`config.mk`:
```
export PLATFORM = sky130hd
export DESIGN_NAME = vx_mem_perf_monitor
export DESIGN_NICKNAME = d
export VERILOG_FILES = /design/src/rtl/vx_mem_perf_monitor.sv
export SDC_FILE = /design/constraint.sdc
export NUM_CORES = 1
export LEC_CHECK = 0
export ABC_AREA = 1
export CORE_UTILIZATION = 59
export DETAILED_ROUTE_END_ITERATION = 8
export DONT_BUFFER_PORTS = 1
export HOLD_SLACK_MARGIN = 0.08
export PLACE_DENSITY = 0.89
export SYNTH_ARGS = -nofsm -noshare
export SYNTH_HDL_FRONTEND = slang
export SYNTH_SLANG_ARGS = --single-unit
```
`constraint.sdc`:
```
create_clock -name clk -period 18.7 [get_ports clk]
set_clock_uncertainty 0.15 [all_clocks]
set_input_delay 1.87 -clock clk [delete_from_list [all_inputs] [get_ports clk]]
set_output_delay 1.87 -clock clk [all_outputs]
set_load 0.02 [all_outputs]
```
`src/rtl/vx_mem_perf_monitor.sv`:
```
// Per-channel memory performance monitor: read/write lane counts, outstanding reads,
// accumulated read latency, sticky overflow/underflow flags and an atomic snapshot port.
module vx_mem_perf_monitor #(
  parameter int unsigned NUM_CHANNELS = 2,
  parameter int unsigned NUM_LANES    = 4,
  parameter int unsigned CTR_WIDTH    = 44,
  parameter int unsigned PEND_WIDTH   = 16,
  parameter bit          SATURATE     = 1'b1
) (
  input  logic                              clk,
  input  logic                              reset,
  input  logic [NUM_CHANNELS-1:0]           req_valid,
  input  logic [NUM_CHANNELS-1:0]           req_ready,
  input  logic [NUM_CHANNELS-1:0]           req_rw,
  input  logic [NUM_CHANNELS*NUM_LANES-1:0] req_mask,
  input  logic [NUM_CHANNELS-1:0]           rsp_valid,
  input  logic [NUM_CHANNELS-1:0]           rsp_ready,
  input  logic [NUM_CHANNELS*NUM_LANES-1:0] rsp_mask,
  input  logic                              clear,
  input  logic                              freeze,
  input  logic                              snap_req,
  output logic [NUM_CHANNELS*CTR_WIDTH-1:0]  reads,
  output logic [NUM_CHANNELS*CTR_WIDTH-1:0]  writes,
  output logic [NUM_CHANNELS*CTR_WIDTH-1:0]  latency,
  output logic [NUM_CHANNELS*PEND_WIDTH-1:0] pending,
  output logic [NUM_CHANNELS*CTR_WIDTH-1:0]  snap_reads,
  output logic [NUM_CHANNELS*CTR_WIDTH-1:0]  snap_writes,
  output logic [NUM_CHANNELS*CTR_WIDTH-1:0]  snap_latency,
  output logic                              snap_valid,
  output logic [NUM_CHANNELS-1:0]           overflow,
  output logic [NUM_CHANNELS-1:0]           underflow
);

  localparam int unsigned NC = NUM_CHANNELS;
  localparam int unsigned NL = NUM_LANES;
  localparam int unsigned LW = $clog2(NUM_LANES + 1);
  localparam int unsigned PW = PEND_WIDTH + LW + 1;
  localparam int unsigned SW = ((PEND_WIDTH > CTR_WIDTH) ? PEND_WIDTH : CTR_WIDTH) + 1;

  function automatic logic [LW-1:0] popcnt(input logic [NL-1:0] m);
    logic [LW-1:0] n;
    n = '0;
    for (int i = 0; i < int'(NL); i++) n = n + LW'(m[i]);
    return n;
  endfunction

  // Returns {carry, next value}; saturating mode pins the value at all-ones on carry.
  function automatic logic [CTR_WIDTH:0] ctr_add(input logic [CTR_WIDTH-1:0] base,
                                                 input logic [SW-1:0] inc);
    logic [SW-1:0] sum;
    logic          carry;
    sum   = SW'(base) + inc;
    carry = |sum[SW-1:CTR_WIDTH];
    if (carry && SATURATE) return {1'b1, {CTR_WIDTH{1'b1}}};
    return {carry, sum[CTR_WIDTH-1:0]};
  endfunction

  logic [LW-1:0]           rd_d   [NC];
  logic [LW-1:0]           wr_d   [NC];
  logic [LW-1:0]           rsp_d  [NC];
  logic [LW-1:0]           rd_q   [NC];
  logic [LW-1:0]           wr_q   [NC];
  logic [LW-1:0]           rsp_q  [NC];
  logic [CTR_WIDTH-1:0]    reads_q[NC];
  logic [CTR_WIDTH-1:0]    writes_q[NC];
  logic [CTR_WIDTH-1:0]    lat_q  [NC];
  logic [PEND_WIDTH-1:0]   pend_q [NC];
  logic [PEND_WIDTH-1:0]   pend_n [NC];
  logic signed [PW-1:0]    p_sum  [NC];
  logic [CTR_WIDTH:0]      rd_add [NC];
  logic [CTR_WIDTH:0]      wr_add [NC];
  logic [CTR_WIDTH:0]      lat_add[NC];
  logic [CTR_WIDTH-1:0]    snap_rd_q[NC];
  logic [CTR_WIDTH-1:0]    snap_wr_q[NC];
  logic [CTR_WIDTH-1:0]    snap_lat_q[NC];
  logic [NC-1:0]           pend_uf;
  logic [NC-1:0]           pend_of;
  logic [NC-1:0]           ovf_q;
  logic [NC-1:0]           udf_q;

  // Fired lane counts and next counter values for every channel.
  always_comb begin
    pend_uf = '0;
    pend_of = '0;
    for (int c = 0; c < int'(NC); c++) begin
      rd_d[c]  = (req_valid[c] & req_ready[c] & ~req_rw[c]) ? popcnt(req_mask[c*NL +: NL]) : '0;
      wr_d[c]  = (req_valid[c] & req_ready[c] &  req_rw[c]) ? popcnt(req_mask[c*NL +: NL]) : '0;
      rsp_d[c] = (rsp_valid[c] & rsp_ready[c]) ? popcnt(rsp_mask[c*NL +: NL]) : '0;

      p_sum[c]   = $signed(PW'(pend_q[c])) + $signed(PW'(rd_q[c])) - $signed(PW'(rsp_q[c]));
      pend_uf[c] = p_sum[c][PW-1];
      pend_of[c] = ~p_sum[c][PW-1] & (|p_sum[c][PW-2:PEND_WIDTH]);
      pend_n[c]  = pend_uf[c] ? '0 : (pend_of[c] ? '1 : p_sum[c][PEND_WIDTH-1:0]);

      rd_add[c]  = ctr_add(reads_q[c],  SW'(rd_q[c]));
      wr_add[c]  = ctr_add(writes_q[c], SW'(wr_q[c]));
      lat_add[c] = ctr_add(lat_q[c],    SW'(pend_q[c]));
    end
  end

  always_ff @(posedge clk or posedge reset) begin
    if (reset) begin
      snap_valid <= 1'b0;
      ovf_q      <= '0;
      udf_q      <= '0;
      for (int c = 0; c < int'(NC); c++) begin
        rd_q[c]       <= '0;
        wr_q[c]       <= '0;
        rsp_q[c]      <= '0;
        pend_q[c]     <= '0;
        reads_q[c]    <= '0;
        writes_q[c]   <= '0;
        lat_q[c]      <= '0;
        snap_rd_q[c]  <= '0;
        snap_wr_q[c]  <= '0;
        snap_lat_q[c] <= '0;
      end
    end else begin
      snap_valid <= snap_req;
      for (int c = 0; c < int'(NC); c++) begin
        rd_q[c]   <= rd_d[c];
        wr_q[c]   <= wr_d[c];
        rsp_q[c]  <= rsp_d[c];
        pend_q[c] <= pend_n[c];
        // Snapshot takes pre-update values, so snap with clear is an atomic read-and-clear.
        if (snap_req) begin
          snap_rd_q[c]  <= reads_q[c];
          snap_wr_q[c]  <= writes_q[c];
          snap_lat_q[c] <= lat_q[c];
        end
        if (clear) begin
          reads_q[c]  <= '0;
          writes_q[c] <= '0;
          lat_q[c]    <= '0;
          ovf_q[c]    <= 1'b0;
          udf_q[c]    <= 1'b0;
        end else begin
          udf_q[c] <= udf_q[c] | pend_uf[c];
          ovf_q[c] <= ovf_q[c] | pend_of[c] |
                      (~freeze & (rd_add[c][CTR_WIDTH] | wr_add[c][CTR_WIDTH] | lat_add[c][CTR_WIDTH]));
          if (!freeze) begin
            reads_q[c]  <= rd_add[c][CTR_WIDTH-1:0];
            writes_q[c] <= wr_add[c][CTR_WIDTH-1:0];
            lat_q[c]    <= lat_add[c][CTR_WIDTH-1:0];
          end
        end
      end
    end
  end

  assign overflow  = ovf_q;
  assign underflow = udf_q;

  for (genvar g = 0; g < int'(NC); g++) begin : g_out
    assign reads       [g*CTR_WIDTH  +: CTR_WIDTH]  = reads_q[g];
    assign writes      [g*CTR_WIDTH  +: CTR_WIDTH]  = writes_q[g];
    assign latency     [g*CTR_WIDTH  +: CTR_WIDTH]  = lat_q[g];
    assign pending     [g*PEND_WIDTH +: PEND_WIDTH] = pend_q[g];
    assign snap_reads  [g*CTR_WIDTH  +: CTR_WIDTH]  = snap_rd_q[g];
    assign snap_writes [g*CTR_WIDTH  +: CTR_WIDTH]  = snap_wr_q[g];
    assign snap_latency[g*CTR_WIDTH  +: CTR_WIDTH]  = snap_lat_q[g];
  end

endmodule

```
After elaboration in Yosys (flattened, before gate mapping). Index checks and enable logic that the tools add are counted. W data, S select, Z words.

Add/sub/neg operators: 22. Multipliers: 0. Div/mod/pow operators: 0. $lt $le $gt $ge: 0. Eq/ne operators: 1. Shift operators: 0. Mux-type cells: 44. Bitwise operators: 27. Reduce and logical (&&, ||, !) cells: 2.

Operators with widths (number): $mux W45 (12); $mux W44 (12); $add A44 B3 Y45 (4); $add A44 B16 Y45 (2); $mux W16 (4); $sub A17 B3 Y18 (2); $add A16 B3 Y17 (2); $mux W3 (6); $add A2 B1 Y3 (4); $add A3 B1 Y3 (4); $and A1 B1 Y1 (12); $mux W1 (10); $or A1 B1 Y1 (10); $add A1 B1 Y2 (4); $reduce_or A3 Y1 (2); $not A1 Y1 (5); $ne A2 B2 Y1 const B (1).

Register bits: 583. Latch bits: 0. Bits in writable memories: 0. Bits in read-only memories: 0. Input bits: 31. Output and inout bits: 565. Word-level logic and storage cells: 119. Memories: 0.

Depth between registers and ports, before layout.
Depth after elaboration: 8. Mapped depth: 16. Mapped depth without buffers: 16.

Worst setup path after synthesis. OpenSTA, ideal clock, no wires.

Kind: input -> register. Start point: in clear. End point: reg reads_q, in the netlist reads[66]. Arrival time: 2.987 ns. Setup slack: 15.486 ns. Cell stages on the path: 6. Buffers on the path: 3. Cells stage by stage: clkbuf_1 -> nor2_2 -> clkbuf_1 -> clkbuf_1 -> nand2_1 -> o21ai_1.

Longest elaborated chain between the ends: 1. Elaborated cells on any way between the ends: 2. Classes of those cells: eq/ne: 1; mux: 1.

RTL lines: from (decl) (RTL line 19) `input logic clear,`; $ne A2 B2 Y1 (no source line) or $mux W44 (tied branches); to (signal, indexed assignment) (RTL line 142) `reads_q[c] <= rd_add[c][CTR_WIDTH-1:0];`; to (decl) (RTL line 64) `logic [CTR_WIDTH-1:0] reads_q[NC];`.

Parallel ways exist; a longest one is shown, timed or not. A chain may end at the register's enable or synchronous reset.

==> impl_summary.log <==
[metrics] total chip power: ~4.6 mW
[metrics] ys async rst share: 100%
[metrics] Congestion Overflow GR: 0
[metrics] WL/cell: a little over 20 µm
[metrics] number of gates resized after CTS: 0
[metrics] fin nets: 4,790
[metrics] number of endpoints with negative hold slack in the final report: 0
[metrics] cell with the biggest individual delay on the critical path: buf_4
[metrics] critical path startpoint: reset
[metrics] crit end category: asynchronous set/reset pin
[metrics] min-delay worst type: reg -> reg
[metrics] portion of total power attributed to sequential cells: between 30% and 40%
[metrics] CTS tree: done
[metrics] standard-cell row count: just under 90
[metrics] Core Box Area: 56,700 µm²
[metrics] dpl hpwl: 83.0 mm
[metrics] post-route design area: between 30,000 and 40,000 µm²
[metrics] buffer count from post-CTS setup fixing: 0
[metrics] Power per Cell Area: between 100 and 150 nW/µm²
[metrics] number of instances in the synthesized netlist: 4,709
[metrics] Fmax achieved: 0.255 GHz
[metrics] placed instance area: 34,600 µm²
[metrics] required time of the worst setup path: ~19,000 ps
[metrics] synth unique cells: between 40 and 50
[metrics] Leak Pwr: roughly 18 nW
[metrics] post-detailed-route count of antenna-violating nets: 0
[metrics] global placement routability congestion: between 1 and 1.5
[metrics] via count of the first global-routing pass: roughly 30k
[metrics] total routing resource utilization after global routing: between 30% and 40%
[metrics] number of maximum-capacitance constraint violations: 0
[metrics] prevailing post-synth register cell: dfrtp_1
[metrics] ratio of routed vias to standard cells: 5.90
[metrics] Synth Net Count: approximately 4.8k
[metrics] Worst-Skew Late Latency: around 630 ps
[metrics] clock tree buffer depth: 3
[metrics] final routed DRC violation total: 0
[metrics] IO buf count: 0
[metrics] length of the first detailed-routing pass in iterations: 6
[metrics] slowest stage delay, CP: about 910 ps
[metrics] transition time at the pin with the least slew margin: a little over 1000 ps
[metrics] layout filler cell count: 4,909
[metrics] path type of the worst setup path: in -> async
[metrics] hold path depth: 3
[metrics] share of the synthesized area in the top cell type: 42.8%
[metrics] Worst path most repeated cell: buf_4
[metrics] clock network power share: 28.5%
[metrics] post-synth top area cell: dfrtp_1
[metrics] number of warnings reported in the yosys synthesis log: 0
[metrics] die area: around 59,000 µm²
[metrics] vias after detailed routing: between 30k and 40k
[metrics] number of antenna violations at the first check in global routing: 0
[metrics] CP startpoint kind: primary input
[metrics] sum of negative setup slack: 0 ps
[metrics] post-route fraction of the period consumed by the critical path: between 20% and 30%
[metrics] RSZ-0062 raised after global routing: false
[metrics] number of flops mapped to enable cells by yosys: 0
[metrics] Yosys reg bits: 583
[metrics] quantity of hold-fixing buffers added after cts: 0
[metrics] area overhead of the layout relative to synthesis: 7.73%
[metrics] largest cells by area after synthesis: dfrtp_1, nand2_1, nor2_1, inv_1, nand3_1
[metrics] CP max FO: between 100 and 150
[metrics] final antenna diode count: 0
[metrics] clock edge transition at the registers on the reported setup and hold paths: roughly 60 ps
[metrics] share of total power in combinational logic: between 30 and 40%
[metrics] ratio of cells with drive above 1 in the final layout: 5.28%
[metrics] Max-Slew Margin vs Limit: 32.5%
[metrics] post-synthesis sequential area ratio: between 40% and 50%
[metrics] TritonCTS Buffers: 60
[metrics] DP Cell Count: roughly 5.3k
[metrics] total wire length: around 110 mm
[metrics] post-synthesis area per instance: 7.24 µm²
[metrics] starting DRC count in detailed routing: about 3.6k
[metrics] Non-Filler Instances: 5,456
[metrics] crit-path cells: inv_8 -> buf_4 -> buf_4
[metrics] Mapped Area: about 34,000 µm²
[metrics] critical path arrival: 4360 ps
[metrics] CTS H-tree lvls: 2
[metrics] status: finished clean
[metrics] Die Wd: approximately 240 µm
[metrics] most numerous cell in the Yosys netlist: nand2_1
[metrics] Initial Util: about 60%
[metrics] commonest cells in the synthesized netlist: nand2_1, nor2_1, dfrtp_1
[metrics] library cell used as clock root buffer: clkbuf_16
[metrics] Hold Path Origin: wr_q[0]$_DFF_PP0_
[metrics] Switching Fraction: 41.0%
[metrics] global-route wire length before repair: approximately 180 mm
[metrics] final setup violation count: 0
[metrics] maximum number of pins on one net before global-route repair: 456
[metrics] number of top-level pins: 596
[metrics] maximum VDD drop: ~0.10 mV
[metrics] max-slew violations: 0
[metrics] clock net sink count: around 580
[metrics] power spent charging and discharging nets: between 1.5 and 2 mW
[metrics] number of cell instances on the worst register-to-register path: 12
[metrics] Vert. Die Dim: 242 µm
[metrics] Final Critical Period: 3910 ps
[metrics] worst reg2reg path startpoint: writes[44]$_DFFE_PP0P_
[metrics] internal power component: around 2.7 mW
==> placed cells by master (no fill, tap or decap), drive strengths merged, types with 16 or more instances in the layout <==
master and count:
nor2 614, nand3 353, nor3 92, fa 16, dfrtp 583, buf 16, ha 90, o21ai 252
clkbuf 86, xor2 100, a21oi 259, xnor2 21, nand2 1458, inv 542, mux2 74, nand4 71
==> power by group through the flow <==
stage	clock network, mW	registers (mW)	logic [mW]
after detailed placement	0	1.76	1.49
after global routing	1.36	1.75	1.72
after global placement	0	1.75	1.45
after CTS	1.31	1.74	1.51
after floorplan	0	1.67	1.18
final	1.30	1.74	1.53
==> final timing paths <==
check	end	slack, ps
min in group asynchronous	latency[77]$_DFFE_PP0P_	1120
worst max register to register	writes[59]$_DFFE_PP0P_	14970
worst min-delay path	writes[44]$_DFFE_PP0P_	450
worst max-delay path	snap_writes[8]$_DFFE_PP0P_	14790
worst min register to register	writes[44]$_DFFE_PP0P_	450
max in group clk	writes[59]$_DFFE_PP0P_	14970
==> per-layer routing <==
metal / global-route usage [%] / vias up / routed length, µm
li1: - / 14899 / -
met1: 49.0 / 15122 / 43500
met2: 60.2 / 1808 / 51400
met3: 9.14 / 339 / 12200
met4: 18.4 / 0 / 6130
met5: 0 / - / 0
==> kinds of logic after synthesis <==
logic type | share of synthesized area (%)
AND/OR/NAND/NOR | 31.8
buffers and inverters | 7.69
flip-flops | 42.8
AO/OA/AOI/OAI | 7.98
XOR/XNOR | 3.11
adder cells (fa/ha/maj) | 4.24
multiplexers | 2.44
==> worst max-delay path, delay by kind of cell <==
| family | cells | cell delay, ps |
|---|---|---|
| buffers and inverters | 3 | 2340 |
==> layout make-up <==
class / instances / area [µm²] / area share (%)
multi-input cells: 3451 / 16900 / 46.0
well taps: 756 / 946 / 2.58
clock inverters: 23 / 354 / 0.964
flip-flops and latches: 583 / 14600 / 39.7
repair buffers: 16 / 120 / 0.327
clock buffers: 86 / 1780 / 4.85
inverters: 541 / 2040 / 5.56
==> through the flow <==
step           setup slack [ps]  hold slack, ps  util, %
2_1_floorplan               367             407        -
3_3_place_gp              14100             427     61.0
3_5_place_dp              14030             440     61.0
4_1_cts                   14710             448     64.8
5_1_grt                   14340             515     64.8
6_report                  14790             453     64.8
==> sequential cells by signal (all words and copies together) (netlist names), 32 cells and up <==
register / cells
latency: 88
snap_reads: 88
reads: 88
snap_writes: 88
writes: 88
snap_latency: 88
pending: 32
No activity file was read; power rests on OpenSTA's default activity.
